### src/rtl/rf_write_arbiter.sv
// Round-robin arbiter for the shared register-file write port, with one registered output stage
// and forwarding of the in-flight write onto both read ports.
module rf_write_arbiter #(
  parameter int unsigned NUM_REQ = 3,
  parameter int unsigned DATA_W  = 32,
  parameter int unsigned ADDR_W  = 5
) (
  input  logic                        clk,
  input  logic                        reset,
  input  logic [NUM_REQ-1:0]          req_valid,
  output logic [NUM_REQ-1:0]          req_ready,
  input  logic [NUM_REQ*ADDR_W-1:0]   req_addr,
  input  logic [NUM_REQ*DATA_W-1:0]   req_data,
  output logic                        rf_we,
  output logic [ADDR_W-1:0]           rf_waddr,
  output logic [DATA_W-1:0]           rf_wdata,
  input  logic [ADDR_W-1:0]           rd_addr1,
  input  logic [ADDR_W-1:0]           rd_addr2,
  input  logic [DATA_W-1:0]           rf_rdata1,
  input  logic [DATA_W-1:0]           rf_rdata2,
  output logic [DATA_W-1:0]           fwd_rdata1,
  output logic [DATA_W-1:0]           fwd_rdata2,
  output logic [15:0]                 conflict_cnt
);

  localparam int unsigned PTR_W = (NUM_REQ > 1) ? $clog2(NUM_REQ) : 1;
  localparam int unsigned CNT_W = 16;

  logic [PTR_W-1:0]  rr_ptr;
  logic [PTR_W-1:0]  grant_idx;
  logic [PTR_W-1:0]  next_ptr;
  logic              grant;
  logic              take;
  logic              contention;
  logic [ADDR_W-1:0] win_addr;
  logic [DATA_W-1:0] win_data;

  // First valid requester at or after rr_ptr, wrapping modulo NUM_REQ.
  always_comb begin : arbitrate
    logic [PTR_W-1:0] idx;
    grant     = 1'b0;
    grant_idx = '0;
    idx       = '0;
    for (int unsigned k = 0; k < NUM_REQ; k++) begin
      if ((32'(rr_ptr) + k) >= NUM_REQ) idx = PTR_W'(32'(rr_ptr) + k - NUM_REQ);
      else                              idx = PTR_W'(32'(rr_ptr) + k);
      if (!grant && req_valid[idx]) begin
        grant     = 1'b1;
        grant_idx = idx;
      end
    end
  end

  always_comb begin
    take       = grant && !reset;
    req_ready  = take ? (NUM_REQ'(1) << grant_idx) : '0;
    next_ptr   = (32'(grant_idx) == NUM_REQ - 1) ? '0 : grant_idx + PTR_W'(1);
    win_addr   = req_addr[grant_idx*ADDR_W +: ADDR_W];
    win_data   = req_data[grant_idx*DATA_W +: DATA_W];
    contention = $countones(req_valid) >= 2;
  end

  always_ff @(posedge clk) begin
    if (reset) begin
      rr_ptr       <= '0;
      rf_we        <= 1'b0;
      rf_waddr     <= '0;
      rf_wdata     <= '0;
      conflict_cnt <= '0;
    end else begin
      rf_we <= 1'b0;
      if (take) begin
        rr_ptr   <= next_ptr;
        rf_we    <= (win_addr != '0);
        rf_waddr <= win_addr;
        rf_wdata <= win_data;
      end
      if (contention && conflict_cnt != '1) conflict_cnt <= conflict_cnt + CNT_W'(1);
    end
  end

  // Bypass the write that the register file has not committed yet.
  always_comb begin
    fwd_rdata1 = (rf_we && rf_waddr == rd_addr1 && rd_addr1 != '0) ? rf_wdata : rf_rdata1;
    fwd_rdata2 = (rf_we && rf_waddr == rd_addr2 && rd_addr2 != '0) ? rf_wdata : rf_rdata2;
  end

endmodule
### config.mk
export PLATFORM = sky130hd
export DESIGN_NAME = rf_write_arbiter
export DESIGN_NICKNAME = d
export VERILOG_FILES = /design/src/rtl/rf_write_arbiter.sv
export SDC_FILE = /design/constraint.sdc
export NUM_CORES = 1
export LEC_CHECK = 0
export CORE_AREA = 2 2 122 124
export DETAILED_ROUTE_END_ITERATION = 10
export DIE_AREA = 0 0 124 126
export DONT_BUFFER_PORTS = 1
export REMOVE_ABC_BUFFERS = 1
export SLEW_MARGIN = 20
export SYNTH_ARGS = -nofsm -noshare
export SYNTH_HDL_FRONTEND = slang
export SYNTH_SLANG_ARGS = --single-unit
### constraint.sdc
create_clock -name clk -period 10.82 [get_ports clk]
set_clock_uncertainty 0.15 [all_clocks]
set_input_delay 3.246 -clock clk [delete_from_list [all_inputs] [get_ports clk]]
set_output_delay 3.246 -clock clk [all_outputs]
set_load 0.02 [all_outputs]
==> summary.txt, run 1 <==
Final min period: 8.50 ns
WL per Instance: 21.8 um
Post-synth EDFFs: 0
Fin util: 29.6%
Crit path depth: 6
RSZ-0062 raised after global routing: no
Area of the multi-input gates: 2680 um2
Cell Area, Synth: 3930 um2
Final wirelength: 13300 um
Vias per inst: 5.77
Top_reg_cell synth: dfxtp_1
Gate power share: 49.0%
Critical path's largest stage delay: 0.85 ns
Post-cts hold buffer count: 0
Sequential area share after synthesis: 28.5%
Post-synth cell types: 44
Most common cell on crit path: nor4_1
Area of the core: 14300 um2
Buf+Inv Stages, Crit Path: 0
Slew @ Worst Pin: 0.946 ns
Cts repair resizes: 0
Worst-path cell chain: nor4_1 > nor3_1 > a21oi_1 > nor4_1 > and3_2 > mux2_2
Clock sinks: 56
First-pass GRT wire length: 19100 um
Hold Crit Depth: 2
Die Height: 126 um
Synth Register Bits: 56
Crit path capture type: output port
Total global routing overflow: 0
Share of layout cells above drive strength 1: 20.0%
Via count: 3522
Synth warn: 0
Final ANT Viol Nets: 0
Fin nets: 622
Sw Pwr: 634 uW
Initial Util: 27.5%
TritonRoute pass-1 iters: 4
Worst path slowest cell: and3_2
Worst R2R Path Depth: 10
Worst-Skew Late Latency: 0.30 ns
Pwr dens: 300 nW/um2
Type of origin of the critical path: input port
DRC viols: 0
Worst IR drop on VDD: 0.0000955 V
Seq pwr share: 37.8%
Clock power share: 13.2%
Final Hold Viols: 0
GPL Wtd Cong: 0.842
Reg area: 1120 um2
Yosys top cell by area: dfxtp_1
CTS tree: done
Pin count of the biggest net entering global routing: 42
Iter 0 DRT Violations: 175
HP Class: reg2reg
GRT Overall Usage: 16.0%
Async SR Flop Fraction: 0%
Vias in the first global route: 3405
Clock tree buffer depth: 2
DP HPWL: 10300 um
I/O Buffers: 0
Relative slew slack: 36.9%
Die W: 124 um
Initial antenna violation count: 0
Final setup violation count: 0
Crit Path Max Fanout: 32
Leakage: 0.00151 uW
Max cap viols: 0
Synth area leaders: dfxtp_1, mux2_2, mux2i_1
Switching fraction of total power: 49.9%
Syn Inst Count: 445
Synthesized area per cell: 8.83 um2
H-tree depth: 2
WP data required: 7.42 ns
Worst-path clk slew: 0.07 ns
Max Clk Rate: 118 MHz
Delay-heaviest family, CP: simple AND/OR/NAND/NOR gates
Clock root cell: clkbuf_16
Crit Path Class: in2out
Status: completed
Final Cycle Share: 78.6%
Synth-to-layout area growth: 7.70%
Row cnt: 44
DIE AREA: 15600 um2
Setup Buffers After CTS: 0
Cts bufs inserted: 5
Fillers: 1489
Final TNS setup: 0 ns
P_int: 635 uW
Slew Limit Fails: 0
Synth top area share: 28.5%
IO Pins: 311
WP data arrival: 5.11 ns
Diodes inserted: 0
==> registers in the layout, summed over array words and instances, names as in the netlist <==
name	count
conflict_cnt	16
rf_waddr	5
rf_wdata	32
rf_we	1
rr_ptr	2
==> final timing paths <==
kind	from	to	slack, ns
worst max-delay path	rd_addr2[0]	fwd_rdata2[18]	2.32
worst max register to register	rr_ptr[0]$_SDFFE_PP0P_	rf_wdata[6]$_SDFFE_PP0P_	7.19
worst min-delay path	rr_ptr[1]$_SDFFE_PP0P_	rr_ptr[1]$_SDFFE_PP0P_	0.45
worst min register to register	rr_ptr[1]$_SDFFE_PP0P_	rr_ptr[1]$_SDFFE_PP0P_	0.45
==> power groups by stage <==
stage | Sequential (uW) | Combinational (uW) | Clock [uW]
after global placement | 481 | 605 | 0
after CTS | 479 | 625 | 176
after global routing | 490 | 685 | 182
after floorplan | 434 | 498 | 0
final | 480 | 622 | 167
after detailed placement | 484 | 625 | 0
==> final cells by class <==
class                   count  area share [%]
multi-input cells         353            63.4
flip-flops and latches     56            26.5
well taps                 184            5.44
clock buffers               6            3.28
repair buffers              4           0.709
inverters                   6           0.532
clock inverters             1           0.207
==> synth_stat cells, types with 2 or more instances <==
cell type   n
a21oi_1    13
a22o_1     34
a22oi_1     2
a311o_1     2
a31o_2      2
and2_1      2
and3_1      4
and4_1      2
buf_2       8
buf_4       2
clkbuf_1   19
dfxtp_1    56
ha_1        6
inv_1       6
mux2_1      5
mux2_2     59
mux2i_1    39
nand2_1    47
nand3_1     6
nand4_1     4
nor2_1     28
nor2b_1     3
nor3_1      6
nor4_1      6
o21ai_0    10
o21ai_1    34
o31a_1      2
or3_1       6
xnor2_1     7
xor2_1     11
==> through the flow <==
step | cell area [um2] | std cells | setup WS, ns | total power [uW] | hold slack, ns
2_1_floorplan | 3790 | 415 | 1.05 | 932 | 0.386
3_3_place_gp | 4090 | 603 | 2.40 | 1090 | 0.413
3_5_place_dp | 4090 | 603 | 2.36 | 1110 | 0.436
4_1_cts | 4230 | 610 | 2.35 | 1280 | 0.453
5_1_grt | 4230 | 610 | 2.12 | 1360 | 0.494
6_report | 4230 | 610 | 2.32 | 1270 | 0.450
==> cells in the final DEF, fill, tap and decap left out, types with 4 or more instances in the layout <==
master / instances
a21oi_1: 13
a22o_1: 34
buf_4: 4
clkbuf_16: 5
dfxtp_1: 56
ha_1: 6
inv_1: 6
mux2_1: 5
mux2_2: 59
mux2i_1: 39
nand2_1: 47
nand3_1: 6
nand4_1: 4
nor2_1: 27
nor3_1: 6
nor4_1: 5
o21ai_0: 10
o21ai_1: 34
or3_1: 6
xnor2_1: 7
xor2_1: 11
==> worst min-delay path: stages (launching register included) <==
cell     delay (ns)
dfxtp_1        0.38
a22oi_1        0.10
nor2_1         0.08
==> kinds of logic (layout without fill, tap and decap cells) <==
logic type / count (synthesis) / count (layout) / share of synthesized area (%)
AOI/OAI and AO/OA: 108 / 108 / 19.3
xor gates and xnor gates: 18 / 18 / 4.01
adders and majority gates: 6 / 6 / 1.91
buffers and inverters: 36 / 17 / 4.07
DFF: 56 / 56 / 28.5
muxes: 103 / 103 / 28.3
and+or+nand+nor: 118 / 118 / 13.9
==> routing by layer <==
metal / part of all wire, % / track usage [%] / vias to the layer above / wire, um
met5: 0 / 0 / - / 0
met4: 1.4 / 3.70 / 0 / 186
met3: 6.7 / 3.26 / 16 / 893
met2: 51 / 28.5 / 207 / 6850
met1: 40 / 19.6 / 1702 / 5380
li1: - / - / 1597 / -
(Power assumes the default switching activity.)
==> run 2: changes to the inputs <==
- clock period: 10.82 -> 7.1 ns (I/O delays scaled with it)
==> summary.txt, run 2 (synthesis results as in run 1) <==
Worst-Skew Late Latency: 0.29 ns
Initial Util: 27.5%
Total global routing overflow: 0
Area of the core: 14300 um2
Max cap viols: 0
Post-cts hold buffer count: 0
Status: completed
Max FFs per register: 32
Clock root cell: clkbuf_16
Cts repair resizes: 0
Top sig layer: met4
DP HPWL: 10200 um
Worst setup margin: 0.740 ns
Final TNS setup: 0 ns
Fin util: 29.8%
Commonest non-fill, non-tap cells in the layout: mux2_2, dfxtp_1, nand2_1
HP Class: reg2reg
Routed wire length on met2: 6630 um
First-pass GRT wire length: 18700 um
Die W: 124 um
Final setup violation count: 0
Slew @ Worst Pin: 0.909 ns
Max Clk Rate: 157 MHz
Clock sinks: 56
Commonest non-fill, non-tap cell in the layout: mux2_2
Share of layout cells above drive strength 1: 20.3%
I/O Buffers: 0
Most flops, register: rf_wdata
Pin count of the biggest net entering global routing: 41
CTS tree: done
WHS: 0.453 ns
Worst-path clk slew: 0.08 ns
GPL Wtd Cong: 0.857
Crit Path Class: in2out
Synth-to-layout area growth: 8.56%
Setup Buffers After CTS: 0
Cts bufs inserted: 5
Crit path capture type: output port
Met1 WL: 5330 um
Leakage: 0.00153 uW
Largest registers: rf_wdata: 32 flops, conflict_cnt: 16 flops, rf_waddr: 5 flops
WL per Instance: 21.5 um
Iter 0 DRT Violations: 174
Type of origin of the critical path: input port
Worst IR drop on VDD: 0.000176 V
Vias per inst: 5.70
Die Height: 126 um
Pre-CTS setup slack: 0.743 ns
Clock tree buffer depth: 2
WP data arrival: 4.08 ns
Final ANT Viol Nets: 0
Final min period: 6.36 ns
TritonRoute pass-1 iters: 4
Crit Path Max Fanout: 22
WP data required: 4.82 ns
Relative slew slack: 39.3%
Vias in the first global route: 3419
Row cnt: 44
RSZ-0062 raised after global routing: no
Final Hold Viols: 0
Worst R2R Path Depth: 10
Initial antenna violation count: 1
H-tree depth: 2
Final Cycle Share: 89.6%
Met3 WL: 981 um
DIE AREA: 15600 um2
DRC viols: 0
GRT Overall Usage: 15.7%
Fin nets: 624
Hold Crit Depth: 2
Power Total: 1960 uW
Pwr dens: 458 nW/um2
Via count: 3502
Final wirelength: 13200 um
Slew Limit Fails: 0
IO Pins: 311
run 2: path summary, 6_finish.rpt:
kind	start	endpoint	slack, ns
setup / recovery	rd_addr2[1]	fwd_rdata2[10]	0.74
hold / removal	rr_ptr[0]$_SDFFE_PP0P_	rr_ptr[0]$_SDFFE_PP0P_	0.45
setup reg to reg	rr_ptr[0]$_SDFFE_PP0P_	rf_wdata[6]$_SDFFE_PP0P_	3.46
hold reg to reg	rr_ptr[0]$_SDFFE_PP0P_	rr_ptr[0]$_SDFFE_PP0P_	0.45
run 2: where the power goes:
| group | internal [uW] | switching (uW) | total, uW |
|---|---|---|---|
| Clock | 166 | 117 | 284 |
| Sequential | 430 | 297 | 727 |
| Combinational | 400 | 546 | 945 |
run 2: through the flow:
step,cells,instance area [um2]
finish,614,4270
global placement,605,4100
CTS,613,4270
floorplan,415,3790
detailed placement,605,4100
global route,614,4270
run 2: area by class of cell:
class	instances	area (um2)
antenna	1	2.50
clock inverter	2	35.0
sequential	56	1120
inverter	6	22.5
fill	1508	10000
multi-input combinational	353	2680
timing repair buffer	6	45.0
clock buffer	6	129
tap	184	230
run 2: metal layers:
layer	GRT usage, %	vias to the layer above
met5	0	-
met4	3.97	0
met3	2.94	20
met2	27.9	198
met1	19.2	1682
li1	-	1602
run 2: worst max-delay path, stage by stage:
cell	delay, ns
nor4_1	0.03
nor3_1	0.13
a21oi_1	0.06
nor4_1	0.28
and3_2	0.68
buf_4	0.33
mux2_2	0.42
